$ cat config.mk
export PLATFORM = sky130hd
export DESIGN_NAME = mem_arbiter_rr
export DESIGN_NICKNAME = d
export VERILOG_FILES = /design/src/rtl/mem_arbiter_rr_pkg.sv /design/src/rtl/mem_arbiter_rr_picker.sv /design/src/rtl/mem_arbiter_rr.sv
export SDC_FILE = /design/constraint.sdc
export NUM_CORES = 1
export LEC_CHECK = 0
export ABC_CLOCK_PERIOD_IN_PS = 2700
export CAP_MARGIN = 5
export CORE_AREA = 2 2 190 192
export CTS_BUF_LIST = sky130_fd_sc_hd__clkbuf_4
export CTS_CLUSTER_DIAMETER = 120
export DETAILED_ROUTE_END_ITERATION = 8
export DIE_AREA = 0 0 192 194
export HOLD_SLACK_MARGIN = 0.12
export PLACE_DENSITY = 0.43
export REMOVE_ABC_BUFFERS = 1
export SYNTH_ARGS = -nofsm -noshare
export SYNTH_HDL_FRONTEND = slang
export SYNTH_SLANG_ARGS = --single-unit
$ cat constraint.sdc
create_clock -name clk -period 2.7 [get_ports clk]
set_input_delay 0.81 -clock clk [delete_from_list [all_inputs] [get_ports clk]]
set_output_delay 0.81 -clock clk [all_outputs]
set_load 0.05 [all_outputs]
$ cat src/rtl/mem_arbiter_rr_pkg.sv
`default_nettype none
// ============================================================================
// Module   : mem_arbiter_rr_pkg
// Purpose  : Shared types and constants for the memory-port arbiter.
// Revision : 1.0 - initial release
// ============================================================================
package mem_arbiter_rr_pkg;

    localparam int ADDRESS_WIDTH       = 32;
    localparam int CACHE_LINE_WIDTH    = 128;
    localparam int ARB_NUM_REQ_DEFAULT = 2;

    localparam int ARB_DCACHE = 0;
    localparam int ARB_ICACHE = 1;

    typedef enum logic [0:0] {
        ARB_IDLE = 1'b0,
        ARB_BUSY = 1'b1
    } arb_state_e;

endpackage
`default_nettype wire

$ cat src/rtl/mem_arbiter_rr_picker.sv
`default_nettype none
// ============================================================================
// Module   : mem_arbiter_rr_picker
// Purpose  : Finds the first active request at or after a start index,
//            wrapping modulo NUM_REQ (rotate + priority encode).
// Revision : 1.0 - initial release
// ============================================================================
module mem_arbiter_rr_picker #(
    parameter int NUM_REQ = 2,
    parameter int IDX_W   = (NUM_REQ > 1) ? $clog2(NUM_REQ) : 1
) (
    input  logic [NUM_REQ-1:0] req,
    input  logic [IDX_W-1:0]   start,
    output logic               found,
    output logic [IDX_W-1:0]   winner
);

    localparam logic [IDX_W:0] c_num_req = (IDX_W+1)'(NUM_REQ);

    logic [NUM_REQ-1:0] w_rot;
    logic [IDX_W-1:0]   w_offset;
    logic [IDX_W:0]     w_sum;

    // Doubling the vector lets a plain right shift act as a rotate.
    assign w_rot = NUM_REQ'({req, req} >> start);

    always_comb begin
        found    = 1'b0;
        w_offset = '0;
        for (int i = NUM_REQ - 1; i >= 0; i--) begin
            if (w_rot[i]) begin
                found    = 1'b1;
                w_offset = IDX_W'(i);
            end
        end
    end

    assign w_sum  = {1'b0, start} + {1'b0, w_offset};
    assign winner = (w_sum >= c_num_req) ? IDX_W'(w_sum - c_num_req) : w_sum[IDX_W-1:0];

endmodule
`default_nettype wire

$ cat src/rtl/mem_arbiter_rr.sv
`default_nettype none
// ============================================================================
// Module   : mem_arbiter_rr
// Purpose  : Locking N-requester arbiter for the shared memory port.
//            ARB_ROUND_ROBIN_EN selects round robin; otherwise lowest index wins.
// Revision : 1.0 - initial release
// ============================================================================
module mem_arbiter_rr
    import mem_arbiter_rr_pkg::*;
#(
    parameter  int NUM_REQ = ARB_NUM_REQ_DEFAULT,
    parameter  int ADDR_W  = ADDRESS_WIDTH,
    parameter  int DATA_W  = CACHE_LINE_WIDTH,
    localparam int IDX_W   = (NUM_REQ > 1) ? $clog2(NUM_REQ) : 1
) (
    input  logic                             clk,
    input  logic                             reset,
    input  logic [NUM_REQ-1:0]               req_i,
    input  logic [NUM_REQ-1:0]               write_i,
    input  logic [NUM_REQ-1:0][ADDR_W-1:0]   addr_i,
    input  logic [NUM_REQ-1:0][DATA_W-1:0]   data_i,
    input  logic                             mem_ready_i,
    output logic [NUM_REQ-1:0]               grant_o,
    output logic [NUM_REQ-1:0]               ready_o,
    output logic                             mem_req_o,
    output logic                             mem_write_o,
    output logic [ADDR_W-1:0]                mem_addr_o,
    output logic [DATA_W-1:0]                mem_data_o,
    output logic [IDX_W-1:0]                 owner_o
);

    localparam logic [IDX_W-1:0] c_last_idx = IDX_W'(NUM_REQ - 1);

    arb_state_e       r_state;
    arb_state_e       w_state_nxt;
    logic [IDX_W-1:0] r_owner;
    logic [IDX_W-1:0] w_start;
    logic [IDX_W-1:0] w_winner;
    logic             w_found;
    logic             w_grant_issue;
    logic             w_active;

`ifdef ARB_ROUND_ROBIN_EN
    logic [IDX_W-1:0] r_rr_ptr;

    always_ff @(posedge clk) begin
        if (reset) begin
            r_rr_ptr <= c_last_idx;
        end else if (w_grant_issue) begin
            r_rr_ptr <= w_winner;
        end
    end

    assign w_start = (r_rr_ptr == c_last_idx) ? '0 : r_rr_ptr + IDX_W'(1);
`else
    assign w_start = '0;
`endif

    mem_arbiter_rr_picker #(
        .NUM_REQ (NUM_REQ),
        .IDX_W   (IDX_W)
    ) u_arb_picker (
        .req    (req_i),
        .start  (w_start),
        .found  (w_found),
        .winner (w_winner)
    );

    always_ff @(posedge clk) begin
        if (reset) begin
            r_state <= ARB_IDLE;
            r_owner <= '0;
        end else begin
            r_state <= w_state_nxt;
            if (w_grant_issue) begin
                r_owner <= w_winner;
            end
        end
    end

    always_comb begin
        w_state_nxt   = r_state;
        w_grant_issue = 1'b0;
        case (r_state)
            ARB_IDLE: begin
                if (w_found) begin
                    w_state_nxt   = ARB_BUSY;
                    w_grant_issue = 1'b1;
                end
            end
            ARB_BUSY: begin
                if (!req_i[r_owner]) begin
                    w_state_nxt = ARB_IDLE;
                end
            end
            default: w_state_nxt = ARB_IDLE;
        endcase
    end

    // The owner's own request gates the outputs so release takes effect in the same cycle.
    assign w_active = !reset && (r_state == ARB_BUSY) && req_i[r_owner];

    always_comb begin
        grant_o     = '0;
        ready_o     = '0;
        mem_req_o   = 1'b0;
        mem_write_o = 1'b0;
        mem_addr_o  = '0;
        mem_data_o  = '0;
        owner_o     = '0;
        if (w_active) begin
            grant_o[r_owner] = 1'b1;
            ready_o[r_owner] = mem_ready_i;
            mem_req_o        = 1'b1;
            mem_write_o      = write_i[r_owner];
            mem_addr_o       = addr_i[r_owner];
            mem_data_o       = data_i[r_owner];
            owner_o          = r_owner;
        end
    end

endmodule
`default_nettype wire
==> results of run 1 <==
==> worst paths after layout <==
check        cells past startpoint             to      from  slack (ns)
min reg2reg                      2        r_owner   r_state        0.54
max reg2reg                      4        r_owner   r_owner        1.31
max                              8  mem_addr_o[8]  req_i[0]       -0.08
min                              2        r_owner   r_state        0.54
==> tightest hold or removal path, delay by kind of cell (launching register included) <==
| kind | cells | cell delay, ns |
|---|---|---|
| buf+inv | 1 | 0.07 |
| flops | 1 | 0.35 |
| compound gates | 1 | 0.08 |
==> cells in the mapped netlist (all sizes together), types with 2 or more instances <==
library cell,instances
mux2i,162
nor3,162
buf,40
clkbuf,16
inv,3
a221oi,2
dfxtp,2
nand2b,2
nor2,2
==> per-layer routing <==
metal | part of all wire | wire length [um] | vias up | GRT usage
met5 | 0 | 0 | - | 0
met4 | 0.027 | 744 | 0 | 0.0370
met3 | 0.066 | 1800 | 34 | 0.0219
met2 | 0.53 | 14500 | 269 | 0.244
met1 | 0.37 | 10200 | 2537 | 0.148
li1 | - | - | 2603 | -
==> sequential cells by signal, indices dropped and copies added (netlist names) <==
signal,cells
r_owner,1
r_state,1
==> area by class of cell <==
| type | count | area, um^2 | area share |
|---|---|---|---|
| clock buffers | 4 | 30.0 | 0.00238 |
| inverters | 3 | 11.3 | 0.000893 |
| multi-input cells | 334 | 4080 | 0.324 |
| flip-flops and latches | 2 | 43.8 | 0.00347 |
| well taps | 461 | 577 | 0.0458 |
| repair buffers | 601 | 7870 | 0.624 |
==> cells by family after synthesis <==
| family | after synthesis | share of synthesized area |
|---|---|---|
| buf+inv | 59 | 0.114 |
| mux | 162 | 0.564 |
| compound gates | 3 | 0.00958 |
| simple gates | 169 | 0.298 |
| flops | 2 | 0.0139 |
==> stage by stage <==
| stage | TNS (ns) | hold WS, ns | util | setup WS (ns) |
|---|---|---|---|---|
| 2_1_floorplan | -2306.07 | 0.484 | - | -14.38 |
| 3_3_place_gp | -61.23 | 0.532 | 0.283 | -0.453 |
| 3_5_place_dp | -62.23 | 0.557 | 0.283 | -0.472 |
| 4_1_cts | -2.69 | 0.552 | 0.349 | -0.0872 |
| 5_1_grt | -5.55 | 0.589 | 0.358 | -0.113 |
| 6_report | -2.30 | 0.540 | 0.358 | -0.0772 |
==> power by group through the flow <==
stage	clock network [W]	registers (W)	logic [W]
floorplan	0	0.0000951	0.000637
global placement	0	0.0000371	0.00160
detailed placement	0	0.0000373	0.00160
CTS	0.0000895	0.0000368	0.00212
global route	0.0000949	0.0000401	0.00228
finish	0.0000856	0.0000393	0.00218
==> repair_timing <==
| item | CTS | global route |
|---|---|---|
| gates resized for setup | 320 | 60 |
| endpoints found under the setup margin | 167 | 138 |
| buffers inserted | 21 | 5 |
| pin swaps | 68 | 36 |
| cloned | 21 | 6 |
==> metrics, run 1 <==
syn avg cell area=~7.3 um^2; Reg power frac=0.017; CTS tree=done; CP Max Fanout=8; Final Hold Vio Count=0; share of cells above drive strength 1=0.468; clock sinks=2; total CTS buffers=3; commonest cells after routing, fill and taps aside=clkdlybuf4s50_1 (323), mux2i_1 (158), buf_12 (151); Layout fillers=3,524; Lkg Pwr=4.67 nW; clk buf depth=2; largest net degree at the start of global routing=54; Total GRT Usage=0.130; CTS clk-pin slew, worst paths=roughly 0.040 ns; Yosys reg bits=2; initial core utilization=0.0816; async set-reset flop share out of synthesis=0; Tmin final=~2.8 ns; grt total ovfl=0; sequential share of the synthesized area=0.0139; CP Class=input pin to output port; Core Box Area=~0.035 mm^2; Max Slew Vio Count=0; Final nets=~1,300; Die X=~190 um; overall die area=0.0372 mm^2; Top FF cell, synth=dfxtp_1; Achievable Freq=360 MHz; I/O pin cnt=approximately 490; fin cells=about 1,400; P_sw=between 0.001 and 0.0015 W; gate count of the mapped netlist=between 300 and 400; CP delay by family, top=buffers and inverters; Buf/Inv on CP=6; crit path max-delay cell type=mux2i_4; worst setup margin=-0.0772 ns; Max VDD drop=roughly 110 uV; internal power=between 0.001 and 0.0015 W; P per Cell Area=between 150 and 200 mW/mm^2; share of the synthesized area in the top cell type=0.564; vias per cell=about 3.9; CTS Root Cell=clkbuf_4; clk_lat worst skew=0.23 ns; # H-tree levels=1; clock network power share=0.037; vias in the first global route=approximately 5,900; port bufs=approximately 490; Placed Instances=about 1,400; worst endpoint data arrival time=a little under 2 ns; remaining antenna violation count=0; Synth warnings=0; Final Cycle Share=1.03; worst clock skew=approximately 0.0081 ns; Most Frequent Cell on Critical Path=buf_12; Pre-antenna DRT Iters=4; Logic pwr share=0.946; commonest non-fill, non-tap cell in the layout=clkdlybuf4s50_1; Largest stage delay, worst path=0.26 ns; Switching Share=0.459; antenna cells=0; CP startpoint kind=input pin; critical path endpoint category=output port; Area after DPL=0.00999 mm^2; HP Class=flip-flop to flip-flop; Die H=between 150 and 200 um; Synth area leader=mux2i_1; Vias=between 5,000 and 6,000; Synth-to-Final Area Change=339%; cts hold-fix bufs=0; Setup-failing EPs final=57; first-pass GRT wire length=36,900 um; critical-path cell list=buf_6 -> mux2i_4 -> buf_12 -> buf_12 -> buf_12 -> buf_16 -> nor3_4 -> buf_12; routability cong.=between 0.8 and 0.9; fin area=about 0.013 mm^2; DR WL/cell=19.4 um; 1st-iter DRT viols=~130; synthesized cell area=approximately 0.0029 mm^2; synth unique cells=17; Rel. slew slack=0.729; Residual DRC=0; slew at the pin with the worst max-slew slack=about 0.40 ns; WL final=around 27,000 um; Final Power=roughly 0.0023 W; Req. time, crit path=roughly 1.9 ns; status=complete, but fails checks; failing checks=negative setup slack; RSZ-0062 raised after global routing=true; Max Cap Viol=0; EDFF count, synth=0; Synth area leaders=mux2i_1 (56%), nor3_1 (28%), buf_4 (3.7%), buf_2 (3.5%), clkbuf_1 (1.6%); dpl hpwl=18,300 um; initial antenna violation count=0; Rows=slightly below 70
Note: power is estimated with default switching activity, not from simulation.
==> run 2: changes to the inputs <==
Settings changed: CORE_AREA 2 2 190 192 to 2 2 192 194, DIE_AREA 0 0 192 194 to 0 0 194 196, PLACE_DENSITY 0.43 to 0.42, SYNTH_HIERARCHICAL set to 1.
==> run 2 against run 1 <==
Compared with the run above:
- the flow still finishes with violations (negative setup slack)
- routed wire length fell by 23%
- synthesized cell count fell by 4.3%
- clock skew rose by 0.0018 ns
- global-route usage fell by 2.5 points
- die area rose by 2.1%
- critical endpoint is now mem_addr_o[17]
- largest cell class unchanged
==> metrics, run 2 <==
worst setup margin=-0.123 ns; Die X=approximately 190 um; gate count of the mapped netlist=between 300 and 400; largest net degree at the start of global routing=between 50 and 60; WL final=roughly 21,000 um; worst hold stages=2; Residual DRC=0; Top Registers=r_owner x1, r_state x1; 1st-iter DRT viols=27; CTS Root Cell=clkbuf_4; vias per cell=about 3.5; post-place setup slack=-0.511 ns; Synth area leader=mux2i_1; first-pass GRT wire length=~31,000 um; met3 Track Usage GR=0.0246; Final nets=1,220; Synth-to-Final Area Change=326%; # H-tree levels=1; setup_tns=-9.33 ns; FF-to-FF setup slack=1.33 ns; Layout fillers=3,695; CTS tree=done; Top FF cell, synth=dfxtp_1; EDFF count, synth=0; top-count cell post-synth=nor2_1; worst endpoint data arrival time=2.01 ns; FF-to-FF End=r_state; Pre-antenna DRT Iters=4; P per Cell Area=around 180 mW/mm^2; CP startpoint kind=input pin; status=complete, but fails checks; Vias=~4,700; met2 usage=0.212; RR Startpoint=r_owner; Yosys reg bits=2; clock sinks=2; worst clock skew=about 0.0099 ns; clk buf depth=2; RSZ-0062 raised after global routing=true; Setup-failing EPs final=141; total CTS buffers=3; share of cells above drive strength 1=0.429; I/O pin cnt=just under 500; Core Box Area=between 0.03 and 0.04 mm^2; dpl hpwl=approximately 17,000 um; FF-to-FF path depth=6; synthesized cell area=between 0.002 and 0.003 mm^2; overall die area=approximately 0.038 mm^2; CTS clk-pin slew, worst paths=~0.04 ns; Tmin final=approximately 2.8 ns; failing checks=negative setup slack; syn avg cell area=between 7 and 8 um^2; Achievable Freq=between 300 and 400 MHz; commonest cells after routing, fill and taps aside=clkdlybuf4s50_1 (323), buf_12 (183), mux2i_1 (161); async set-reset flop share out of synthesis=0; DR WL/cell=15.5 um; HP Class=flip-flop to flip-flop; commonest non-fill, non-tap cell in the layout=clkdlybuf4s50_1; Synth warnings=6; vias in the first global route=slightly above 5,000; busiest layer in global routing=met2; Synth area leaders=mux2i_1 (60%), nor2_1 (23%), buf_6 (6.8%), buf_2 (3.6%), dfxtp_1 (1.5%); met1 Use GR=0.113; share of the synthesized area in the top cell type=0.605; Final Hold Vio Count=0; Max Slew Vio Count=0; cts hold-fix bufs=0; clk_lat worst skew=between 0.2 and 0.25 ns; routability cong.=roughly 0.75; Req. time, crit path=approximately 1.9 ns; sequential share of the synthesized area=0.0150; remaining antenna violation count=0; commonest cells in the netlist=nor2_1 (162), mux2i_1 (161), buf_2 (19), buf_6 (16), buf_4 (3); Max Cap Viol=0; CP Class=input pin to output port; Total GRT Usage=0.105; hold_sp=r_state; Worst Hold Path EP=r_owner; antenna cells=0; CP Max Fanout=9; synth unique cells=20; Lkg Pwr=around 4.0 nW; Die H=~200 um; Final Cycle Share=1.05; initial antenna violation count=1; Rows=70; initial core utilization=0.0738; grt total ovfl=0; port bufs=about 490; Max VDD drop=103 uV; critical path endpoint category=output port
## run 2: changes by cell type in the layout (fill, tap and decap cells not counted), sizes merged, moves of 2 or more
| cell | delta |
|---|---|
| bufbuf | -2 |
| clkbuf | -4 |
| nor2 | +160 |
| buf | -47 |
| nor3 | -162 |
| nand3b | +2 |
| a221oi | -2 |
## run 2: repair_timing
item,in CTS,in global routing
buffers inserted,8,5
setup endpoints to repair,167,163
pin swaps,73,1
endpoints found under the hold margin,0,0
gates resized for setup,301,5
cloned,9,1
## run 2: per-layer routing
metal / wire (um) / vias to the layer above
met4: 136 / 2
met5: 13 / -
li1: - / 2297
met2: 11900 / 263
met3: 1590 / 12
met1: 7450 / 2124
## run 2: cells by family after synthesis
group | count (synthesis) | share of synthesized area
flops | 2 | 0.0150
buf+inv | 40 | 0.115
fa+ha+maj | 1 | 0.00423
compound gates | 2 | 0.00375
mux | 162 | 0.611
other cells | 1 | 0.00141
simple gates | 170 | 0.250
## run 2: layout make-up
| class | count | area [um^2] | area share |
|---|---|---|---|
| Multi-Input combinational cell | 336 | 3190 | 0.281 |
| Clock buffer | 4 | 30.0 | 0.00264 |
| Inverter | 2 | 7.51 | 0.000661 |
| Tap cell | 468 | 586 | 0.0516 |
| Timing Repair Buffer | 548 | 7500 | 0.660 |
| Sequential cell | 2 | 43.8 | 0.00386 |
## run 2: worst max-delay path, cell delays in order
cell      delay (ns)
buf_8           0.10
mux2_4          0.27
nand3b_4        0.10
buf_4           0.13
buf_12          0.17
buf_16          0.18
nor2_4          0.05
buf_12          0.15
## run 2: per-stage QoR
| step | instance area, um^2 | power (W) | hold slack, ns | std cells | utilization |
|---|---|---|---|---|---|
| after floorplan | 2370 | 0.000823 | 0.535 | 340 | - |
| after global placement | 10000 | 0.00175 | 0.632 | 1338 | 0.277 |
| after detailed placement | 10000 | 0.00175 | 0.632 | 1338 | 0.277 |
| after CTS | 11400 | 0.00211 | 0.627 | 1358 | 0.315 |
| after global routing | 11400 | 0.00218 | 0.662 | 1360 | 0.315 |
| final | 11400 | 0.00208 | 0.622 | 1360 | 0.315 |
## run 2: worst max-delay path by stage
| stage | from | endpoint | depth (start not counted) |
|---|---|---|---|
| 2_1_floorplan | r_owner | ready_o[0] | 3 |
| 3_3_place_gp | req_i[0] | mem_data_o[124] | 7 |
| 3_5_place_dp | req_i[0] | mem_data_o[124] | 7 |
| 4_1_cts | req_i[0] | mem_data_o[61] | 9 |
| 5_1_grt | req_i[0] | mem_req_o | 9 |
| 6_report | req_i[0] | mem_addr_o[17] | 8 |
## run 2: power breakdown
group	internal [W]	switching [W]	leakage (nW)
Sequential	0.0000331	0.00000587	0.0173
Combinational	0.00108	0.000879	3.97
Clock	0.0000651	0.0000209	0.0184
==> run 3: changes to the inputs <==
Settings changed: MAX_ROUTING_LAYER set to met4.
==> run 3 against run 2 <==
Compared with the run above:
- the flow still finishes with violations (negative setup slack)
- first-iteration DRC count grew 15%
- core utilization about the same
- maximum frequency about the same
- global-route usage increased by 0.30 points
- die area did not move
- clock skew about the same
- cell area about the same
- highest routed layer is now met4
==> metrics, run 3 (synthesis results as in run 2) <==
status=complete, but fails checks; failing checks=negative setup slack; Die X=194 um; FF-to-FF path depth=6; remaining antenna violation count=0; cts hold-fix bufs=0; initial core utilization=0.0738; I/O pin cnt=between 400 and 500; RSZ-0062 raised after global routing=true; Worst setup endpoint=mem_addr_o[17]; share of cells above drive strength 1=0.429; CTS tree=done; HP Class=flip-flop to flip-flop; Pre-antenna DRT Iters=4; # H-tree levels=1; Max VDD drop=about 100 uV; vias in the first global route=5,157; Top Registers=r_owner x1, r_state x1; Core Box Area=approximately 0.036 mm^2; vias per cell=approximately 3.5; Switching Share=0.436; critical path endpoint category=output port; largest net degree at the start of global routing=just under 60; worst endpoint data arrival time=approximately 2.0 ns; clk_lat worst skew=between 0.2 and 0.25 ns; P per Cell Area=~180 mW/mm^2; initial antenna violation count=1; grt total ovfl=0; Final Cycle Share=1.05; post-place setup slack=-0.511 ns; RR Startpoint=r_owner; 1st-iter DRT viols=31; DR WL/cell=between 15 and 20 um; Final Hold Vio Count=0; Setup-failing EPs final=between 100 and 150; Max Slew Vio Count=0; Die H=between 150 and 200 um; Vias=4,701; Total GRT Usage=0.108; CP Class=input pin to output port; dpl hpwl=about 17,000 um; worst clock skew=about 0.010 ns; clock sinks=2; routability cong.=between 0.7 and 0.8; CTS clk-pin slew, worst paths=around 0.040 ns; Req. time, crit path=approximately 1.9 ns; Max Cap Viol=0; CP Max Fanout=9; port bufs=between 400 and 500; FF-to-FF End=r_state; total CTS buffers=3; Tmin final=2.83 ns; crit path from=req_i[0]; Final Power=roughly 0.0021 W; Final nets=about 1,200; WL final=21,100 um; CTS Root Cell=clkbuf_4; FF-to-FF setup slack=1.33 ns; clk buf depth=2; Lkg Pwr=about 4 nW; P_sw=0.000906 W; Synth-to-Final Area Change=326%; internal power=between 0.001 and 0.0015 W; commonest cells after routing, fill and taps aside=clkdlybuf4s50_1 (323), buf_12 (183), mux2i_1 (161); Residual DRC=0; Logic pwr share=0.940; CP startpoint kind=input pin; Reg power frac=0.019; commonest non-fill, non-tap cell in the layout=clkdlybuf4s50_1; overall die area=roughly 0.038 mm^2; Rows=70; clock network power share=0.041; Achievable Freq=between 300 and 400 MHz; first-pass GRT wire length=30,900 um; worst setup margin=-0.126 ns
## run 3: cell type report
| class | count | area [um^2] |
|---|---|---|
| Fill cell | 3694 | 24700 |
| Timing Repair Buffer | 547 | 7490 |
| Multi-Input combinational cell | 336 | 3190 |
| Tap cell | 468 | 586 |
| Sequential cell | 2 | 43.8 |
| Clock buffer | 4 | 30.0 |
| Inverter | 2 | 7.51 |
| Antenna cell | 1 | 2.50 |
## run 3: worst max-delay path: stages
cell	delay, ns
buf_8	0.10
mux2_4	0.27
nand3b_4	0.10
buf_4	0.13
buf_12	0.17
buf_16	0.18
nor2_4	0.06
buf_12	0.15
## run 3: how the worst min path moves through the flow
stage                     startpoint  endpoint  slack, ns  cells past startpoint
final                        r_state   r_owner       0.62                      2
after global routing         r_state   r_owner       0.66                      2
after CTS                    r_state   r_owner       0.63                      2
after detailed placement     r_state   r_owner       0.63                      2
after global placement       r_state   r_owner       0.63                      2
after floorplan              r_state   r_owner       0.54                      2
## run 3: what timing repair did
item                                    4_1_cts  5_1_grt
resized for setup                           301        5
cloned                                        9        1
endpoints found under the setup margin      167      163
setup buffers                                 8        4
pin swaps                                    73        1
## run 3: stage by stage
step	cell area [um^2]	TNS [ns]	cells	hold WS, ns	util
2_1_floorplan	2370	-1207.47	340	0.535	-
3_3_place_gp	10000	-74.86	1338	0.632	0.277
3_5_place_dp	10000	-74.05	1338	0.632	0.277
4_1_cts	11400	-13.87	1358	0.627	0.315
5_1_grt	11300	-16.25	1360	0.662	0.315
6_report	11300	-9.48	1360	0.622	0.315
## run 3: power groups by stage
stage / logic (W) / clock network, W / registers, W
2_1_floorplan: 0.000710 / 0 / 0.000113
3_3_place_gp: 0.00171 / 0 / 0.0000394
3_5_place_dp: 0.00171 / 0 / 0.0000394
4_1_cts: 0.00198 / 0.0000908 / 0.0000392
5_1_grt: 0.00205 / 0.0000936 / 0.0000394
6_report: 0.00195 / 0.0000859 / 0.0000389
## run 3: routing by layer
metal | wire length (um) | up-vias | GRT usage
li1 | - | 2299 | -
met1 | 7660 | 2129 | 0.116
met2 | 11900 | 263 | 0.212
met3 | 1380 | 10 | 0.0187
met4 | 126 | 0 | 0.00898
met5 | 0 | - | -
